### src/rtl/spi_register_write_fifo_pkg.sv
// Shared types and helpers for the SPI write-direction register.
// Holds the transaction FSM encoding and the byte-count saturation limit.
package spi_pkg;

    typedef enum logic [1:0] {IDLE, RECEIVE, DROP, DONE} spi_write_state_t;

    localparam int SPI_LENGTH_MAX = 255;

    function automatic logic [7:0] sat_increment(input logic [7:0] value);
        return (value == 8'(SPI_LENGTH_MAX)) ? value : value + 8'd1;
    endfunction

endpackage

### src/rtl/spi_register_write_fifo_if.sv
// Byte-stream and status bundle between the SPI register decoder, the
// write register, and the fabric-side consumer.
interface spi_register_write_fifo_if;

    logic       enable;
    logic [7:0] data_in;
    logic       data_in_valid;
    logic [7:0] fifo_data;
    logic       fifo_valid;
    logic       fifo_ready;
    logic       transaction_done;
    logic [7:0] last_length;
    logic       overflow;

    modport master (
        output enable, data_in, data_in_valid, fifo_ready,
        input  fifo_data, fifo_valid, transaction_done, last_length, overflow
    );

    modport slave (
        input  enable, data_in, data_in_valid, fifo_ready,
        output fifo_data, fifo_valid, transaction_done, last_length, overflow
    );

endinterface

### src/rtl/spi_register_write_fifo_byte_fifo.sv
// Register-based show-ahead byte FIFO. A push into a full FIFO is accepted
// only when a pop frees the head slot in the same cycle.
module spi_byte_fifo #(
    parameter int DEPTH = 16
) (
    input  logic                     clock,
    input  logic                     reset_n,
    input  logic                     push,
    input  logic [7:0]               push_data,
    input  logic                     pop,
    output logic [7:0]               pop_data,
    output logic                     empty,
    output logic                     full,
    output logic [$clog2(DEPTH):0]   count
);

    localparam int PW = $clog2(DEPTH);
    localparam logic [PW:0] FULL_COUNT = DEPTH[PW:0];
    localparam logic [PW:0] ONE = 1;

    logic [7:0]    mem [DEPTH];
    logic [PW-1:0] wr_ptr;
    logic [PW-1:0] rd_ptr;
    logic          pop_ok;
    logic          push_ok;

    assign empty    = (count == '0);
    assign full     = (count == FULL_COUNT);
    assign pop_ok   = pop && !empty;
    assign push_ok  = push && (!full || pop_ok);
    assign pop_data = empty ? 8'h00 : mem[rd_ptr];

    always_ff @(posedge clock or negedge reset_n) begin
        if (!reset_n) begin
            wr_ptr <= '0;
            rd_ptr <= '0;
            count  <= '0;
        end else begin
            if (push_ok) wr_ptr <= wr_ptr + 1'b1;
            if (pop_ok)  rd_ptr <= rd_ptr + 1'b1;
            case ({push_ok, pop_ok})
                2'b10:   count <= count + ONE;
                2'b01:   count <= count - ONE;
                default: count <= count;
            endcase
        end
    end

    // Storage needs no reset: empty gates the read path until a byte lands.
    always_ff @(posedge clock) begin
        if (push_ok) mem[wr_ptr] <= push_data;
    end

endmodule

### src/rtl/spi_register_write_fifo.sv
// Write-direction SPI register: captures host bytes of a selected transaction
// into a FIFO and reports per-transaction length, completion and overflow.
module spi_register_write_fifo #(
    parameter int DEPTH = 16
) (
    input  logic                     clock,
    input  logic                     reset_n,
    spi_register_write_fifo_if.slave bus
);

    import spi_pkg::*;

    localparam int CW = $clog2(DEPTH) + 1;

    spi_write_state_t state;
    spi_write_state_t state_next;

    logic          enable_q;
    logic          rise;
    logic          strobe;
    logic          pop_now;
    logic          space;
    logic          push;
    logic          fifo_empty;
    logic          fifo_full;
    logic [CW-1:0] fifo_count;
    logic [7:0]    run_count;
    logic [7:0]    run_count_next;
    logic [7:0]    last_length_q;
    logic [7:0]    last_length_next;
    logic          overflow_q;
    logic          overflow_next;

    assign rise    = bus.enable && !enable_q;
    assign strobe  = bus.enable && bus.data_in_valid;
    assign pop_now = bus.fifo_ready && !fifo_empty;
    assign space   = !fifo_full || pop_now;

    spi_byte_fifo #(.DEPTH(DEPTH)) u_fifo (
        .clock     (clock),
        .reset_n   (reset_n),
        .push      (push),
        .push_data (bus.data_in),
        .pop       (bus.fifo_ready),
        .pop_data  (bus.fifo_data),
        .empty     (fifo_empty),
        .full      (fifo_full),
        .count     (fifo_count)
    );

    assign bus.fifo_valid       = (fifo_count != '0);
    assign bus.transaction_done = (state == DONE);
    assign bus.last_length      = last_length_q;
    assign bus.overflow         = overflow_q;

    // enable_q resets high so an enable already asserted at reset release is
    // not mistaken for a fresh transaction start.
    always_ff @(posedge clock or negedge reset_n) begin
        if (!reset_n) begin
            enable_q      <= 1'b1;
            state         <= IDLE;
            run_count     <= '0;
            last_length_q <= '0;
            overflow_q    <= 1'b0;
        end else begin
            enable_q      <= bus.enable;
            state         <= state_next;
            run_count     <= run_count_next;
            last_length_q <= last_length_next;
            overflow_q    <= overflow_next;
        end
    end

    // The end of a transaction is seen one cycle late through enable_q, which
    // is why strobes are also qualified by the live enable.
    always_comb begin
        state_next       = state;
        run_count_next   = run_count;
        last_length_next = last_length_q;
        overflow_next    = overflow_q;
        push             = 1'b0;
        case (state)
            IDLE: begin
                if (rise) begin
                    state_next     = RECEIVE;
                    run_count_next = '0;
                    overflow_next  = 1'b0;
                    if (strobe) begin
                        run_count_next = 8'd1;
                        if (space) begin
                            push = 1'b1;
                        end else begin
                            overflow_next = 1'b1;
                            state_next    = DROP;
                        end
                    end
                end
            end
            RECEIVE: begin
                if (!enable_q) begin
                    state_next       = DONE;
                    last_length_next = run_count;
                end else if (strobe) begin
                    run_count_next = sat_increment(run_count);
                    if (space) begin
                        push = 1'b1;
                    end else begin
                        overflow_next = 1'b1;
                        state_next    = DROP;
                    end
                end
            end
            DROP: begin
                if (!enable_q) begin
                    state_next       = DONE;
                    last_length_next = run_count;
                end else if (strobe) begin
                    run_count_next = sat_increment(run_count);
                end
            end
            DONE: begin
                state_next = IDLE;
            end
            default: begin
                state_next = IDLE;
            end
        endcase
    end

endmodule

### src/flat_wrapper.sv
// flat-port wrapper written by rule: the top's interface ports become plain ports
module spi_register_write_fifo_flat import spi_pkg::*;
#(
    parameter int DEPTH = 16
)
  (clock, reset_n, bus_enable, bus_data_in, bus_data_in_valid, bus_fifo_ready, bus_fifo_data, bus_fifo_valid, bus_transaction_done, bus_last_length, bus_overflow);
  spi_register_write_fifo_if bus_i ();
  input  logic clock;
  input  logic reset_n;
  input wire logic [$bits(bus_i.enable)-1:0] bus_enable;
  input wire logic [$bits(bus_i.data_in)-1:0] bus_data_in;
  input wire logic [$bits(bus_i.data_in_valid)-1:0] bus_data_in_valid;
  input wire logic [$bits(bus_i.fifo_ready)-1:0] bus_fifo_ready;
  output wire logic [$bits(bus_i.fifo_data)-1:0] bus_fifo_data;
  output wire logic [$bits(bus_i.fifo_valid)-1:0] bus_fifo_valid;
  output wire logic [$bits(bus_i.transaction_done)-1:0] bus_transaction_done;
  output wire logic [$bits(bus_i.last_length)-1:0] bus_last_length;
  output wire logic [$bits(bus_i.overflow)-1:0] bus_overflow;
  assign bus_i.enable = bus_enable;
  assign bus_i.data_in = bus_data_in;
  assign bus_i.data_in_valid = bus_data_in_valid;
  assign bus_i.fifo_ready = bus_fifo_ready;
  assign bus_fifo_data = bus_i.fifo_data;
  assign bus_fifo_valid = bus_i.fifo_valid;
  assign bus_transaction_done = bus_i.transaction_done;
  assign bus_last_length = bus_i.last_length;
  assign bus_overflow = bus_i.overflow;
  spi_register_write_fifo #(.DEPTH(DEPTH)) u_core (.clock(clock), .reset_n(reset_n), .bus(bus_i));
endmodule
### config.mk
export PLATFORM = sky130hd
export DESIGN_NAME = spi_register_write_fifo_flat
export DESIGN_NICKNAME = d
export VERILOG_FILES = /design/src/rtl/spi_register_write_fifo_pkg.sv /design/src/rtl/spi_register_write_fifo_if.sv /design/src/rtl/spi_register_write_fifo_byte_fifo.sv /design/src/rtl/spi_register_write_fifo.sv /design/src/flat_wrapper.sv
export SDC_FILE = /design/constraint.sdc
export NUM_CORES = 1
export LEC_CHECK = 0
export CORE_MARGIN = 5
export CORE_UTILIZATION = 54
export CTS_CLUSTER_DIAMETER = 40
export CTS_CLUSTER_SIZE = 16
export DETAILED_ROUTE_END_ITERATION = 8
export GPL_TIMING_DRIVEN = 0
export PLACE_DENSITY_LB_ADDON = 0.08
export SLEW_MARGIN = 30
export SYNTH_ARGS = -nofsm -noshare
export SYNTH_HDL_FRONTEND = slang
export SYNTH_SLANG_ARGS = --single-unit
### constraint.sdc
create_clock -name clock -period 2.6 [get_ports clock]
set_input_delay 0.52 -clock clock [delete_from_list [all_inputs] [get_ports clock]]
set_output_delay 0.52 -clock clock [all_outputs]
set_load 0.03 [all_outputs]
==> flow_summary.toml, run 1 <==
[status]
outcome = "finished with violations"
violations = "negative setup slack"

[setup_path]
cp-start-kind = "flip-flop"
crit_arrival_ns = 2.19
r2r_cells = 14
path_class = "flip-flop to output port"
critPathMaxFanout = 8
r2r_start = "u_core.state[1]"
critPathCaptureType = "output port"
crit_path_start = "u_core.u_fifo.count[1]"
cp.required_ns = 2.08

[placement]
dp_hpwl_um = 8630
gp_congestion = 0.783
io_buffers = 31
placed_area_um2 = 7450
dp_slack_ns = -0.577
dp.cells = 594

[sta]
hold_violations = 0
slew_headroom_pct = 60.9
fmax_mhz = 369
rsz0062_at_grt = "true"
drv_slew = 0
fin_crit_ns = 2.71
finalWorstSetupSlack_ns = -0.113
finalSetupTns_ns = -0.822
post-route-period-util_pct = 104
tightestPinTransition_ns = 0.586
setup_viol = 9
fin_skew_ns = 0.00464

[global_routing]
use_met2_pct = 34.2
grt_max_degree = 20
grt_antenna_before_repair = 0
overflow = 0
grt.busiest_layer = "met2"
grt_pass1_vias = 3969
grt_usage_pct = 20.3
use_met1_pct = 26.6
grt_util_met3_pct = 4.52
grt_first_pass_wirelength_um = 22000

[synthesis]
synth_area_um2 = 6850
synth_nets = 416
ys_seq_elements = 161
synthAdderAreaFrac_pct = 2.37
synth_xor_area_share_pct = 1.66
syn_avg_cell_area_um2 = 17.6
synth_compound_area_share_pct = 3.56
synth_cell_type_count = 57
synth.yosys.seq_area_share_pct = 68.2
synthSimpleGateAreaFrac_pct = 7.11
synth_mux_area_share_pct = 15.2
ys.flop_type = "edfxtp_1"
synthCells = 390
synth_edf_count = 128
yosys_warnings = 0
ys_async_sr_fraction_pct = 20.5
synth_top_family_by_area = "multiplexers"

[drt]
routed_wl_um = 13900
first_iter_violations = 221
drc = 0
viasPerCell = 5.85
vias = 3746
antenna_left = 0
dr.pass1.iters = 4
wl_per_cell_um = 21.7

[clock_tree]
clockBufferDepth = 2
clk_latency_ns = 0.42
htreeDepth = 4
postCtsHoldBufs = 0
cts-root-buf = "clkbuf_16"
path_clk_slew_ns = 0.06
cts_inserted_buffers = 17
cts_tree = "built"
clock_sinks = 161

[layout]
drive_gt1_share_pct = 34.8
nFillCells = 891
n_antenna_cell = 0
finalNonFillerCells = 640
finalInstanceArea_um2 = 8370
area_delta_synth_final_pct = 22.1
ff_latch_area_um2 = 4670
multi_input_area_um2 = 2280
nets = 484

[floorplanning]
die_w_um = 123
initial_core_util_pct = 54.7
ios = 32
core-area_um2 = 12500
dieArea_um2 = 15000
row_count = 41
die_height_um = 123

[pwr]
leakage_uw = 0.00298
p_clk_share_pct = 22.5
sw_frac_of_total_pct = 34.0
seqPwrFrac_pct = 34.4
pwr-share-comb_pct = 43.2
power.internal_uw = 6400
power_density_nw_per_um2 = 1160
ir_drop_mv = 0.678
p_sw_uw = 3300

[hold_path]
hold_class = "primary input to async pin"

[flow_run]
drv_cap = 0
==> worst max-delay path: stages (launching register included) <==
cell and delay, ns:
dfrtp_2 0.40, or4_4 0.58, or2_4 0.31, nand2b_4 0.09
buf_12 0.14, o22ai_2 0.09, buf_6 0.15
==> final timing paths <==
check	end	slack, ns
worst max-delay path	bus_fifo_data[0]	-0.11
min in group clock	u_core.bus.last_length[4]	0.50
worst min-delay path	u_core.u_fifo.count[3]	0.07
worst max register to register	u_core.u_fifo.count[4]	0.07
worst min register to register	u_core.bus.last_length[4]	0.50
max in group asynchronous	u_core.enable_q	2.00
==> cell usage after synthesis (3+ instances only) <==
| cell type | instances | area share, % |
|---|---|---|
| mux4_2 | 32 | 11 |
| clkbuf_1 | 6 | 0.33 |
| o21ai_1 | 3 | 0.22 |
| o21ai_0 | 3 | 0.22 |
| nor2b_1 | 3 | 0.27 |
| xnor2_1 | 4 | 0.51 |
| xor2_1 | 9 | 1.2 |
| o22ai_1 | 8 | 0.73 |
| nand2_1 | 19 | 1.0 |
| a21oi_1 | 6 | 0.44 |
| nand3b_1 | 3 | 0.33 |
| buf_2 | 8 | 0.58 |
| and2_1 | 5 | 0.46 |
| mux2_4 | 3 | 0.66 |
| nand3_1 | 8 | 0.58 |
| edfxtp_1 | 128 | 56 |
| nor2_1 | 6 | 0.33 |
| mux2_2 | 10 | 1.6 |
| and3_1 | 12 | 1.1 |
| o221ai_1 | 4 | 0.51 |
| ha_1 | 13 | 2.4 |
| dfrtp_1 | 32 | 12 |
| inv_1 | 7 | 0.38 |
| mux2i_1 | 16 | 2.3 |
| nand4_1 | 3 | 0.27 |
==> cells in the final DEF (no fill, tap or decap), types with 6 or more instances in the layout <==
cell	Yosys	layout
edfxtp_1	128	128
mux4_2	32	32
dfrtp_1	32	30
buf_4	2	22
clkdlybuf4s50_1	0	21
nand2_1	19	19
clkbuf_16	0	17
and3_1	12	12
buf_6	2	11
mux2_2	10	10
ha_1	13	9
xor2_1	9	8
nand3_1	8	8
mux2i_1	16	7
o22ai_2	0	6
nor2_1	6	6
==> final cells by class <==
type | instances | area share (%)
clock buffer | 19 | 5.17
clock inverter | 10 | 0.867
inverter | 8 | 0.359
multi-input combinational | 202 | 27.3
timing repair buffer | 52 | 5.88
sequential | 161 | 55.9
buffer | 16 | 2.00
tap | 172 | 2.57
==> layer usage <==
layer / vias up / part of all wire, %
met2: 87 / 53
met5: - / 0
li1: 1676 / -
met1: 1966 / 42
met4: 0 / 1.5
met3: 17 / 4.3
==> per-stage QoR <==
| stage | power [uW] | utilization, % | hold WS [ns] |
|---|---|---|---|
| 2_1_floorplan | 5750 | - | 0.224 |
| 3_3_place_gp | 6700 | 59.4 | 0.490 |
| 3_5_place_dp | 6800 | 59.5 | 0.491 |
| 4_1_cts | 9540 | 65.9 | 0.0629 |
| 5_1_grt | 10200 | 66.8 | 0.0779 |
| 6_report | 9710 | 66.8 | 0.0651 |
==> logic make-up (layout without fill, tap and decap cells) <==
group | after synthesis | after routing
flip-flops | 161 | 161
AND/OR/NAND/NOR | 80 | 80
multiplexers | 61 | 61
AO/OA/AOI/OAI | 35 | 35
buffers and inverters | 27 | 105
adder cells (fa/ha/maj) | 13 | 13
XOR/XNOR | 13 | 13
==> sequential cells by signal (all words and copies together) (netlist names) <==
signal                  flops
u_core.u_fifo.mem         128
u_core.u_fifo.rd_ptr        4
u_core.enable_q             1
u_core.u_fifo.wr_ptr        4
u_core.bus.last_length      8
u_core.run_count            8
u_core.state                2
u_core.bus.overflow         1
u_core.u_fifo.count         5
==> repair_timing <==
action	CTS	global route
resized for setup	100	19
setup buffers	15	5
hold endpoints to repair	0	0
endpoints found under the setup margin	13	44
pin swaps	7	9
==> power groups by stage <==
stage                     combinational, uW  sequential (uW)  clock (uW)
after detailed placement               3450             3360           0
after global placement                 3360             3340           0
after CTS                              4000             3320        2220
after global routing                   4490             3380        2340
after floorplan                        2350             3400           0
final                                  4190             3340        2180
Power figures use the tool's default switching activity.
==> inputs of run 2 (changes only) <==
GPL_ROUTABILITY_DRIVEN = 0   (was default)
==> results of run 2 <==
The final DEF is identical to that of run 1; final timing and power are the same.
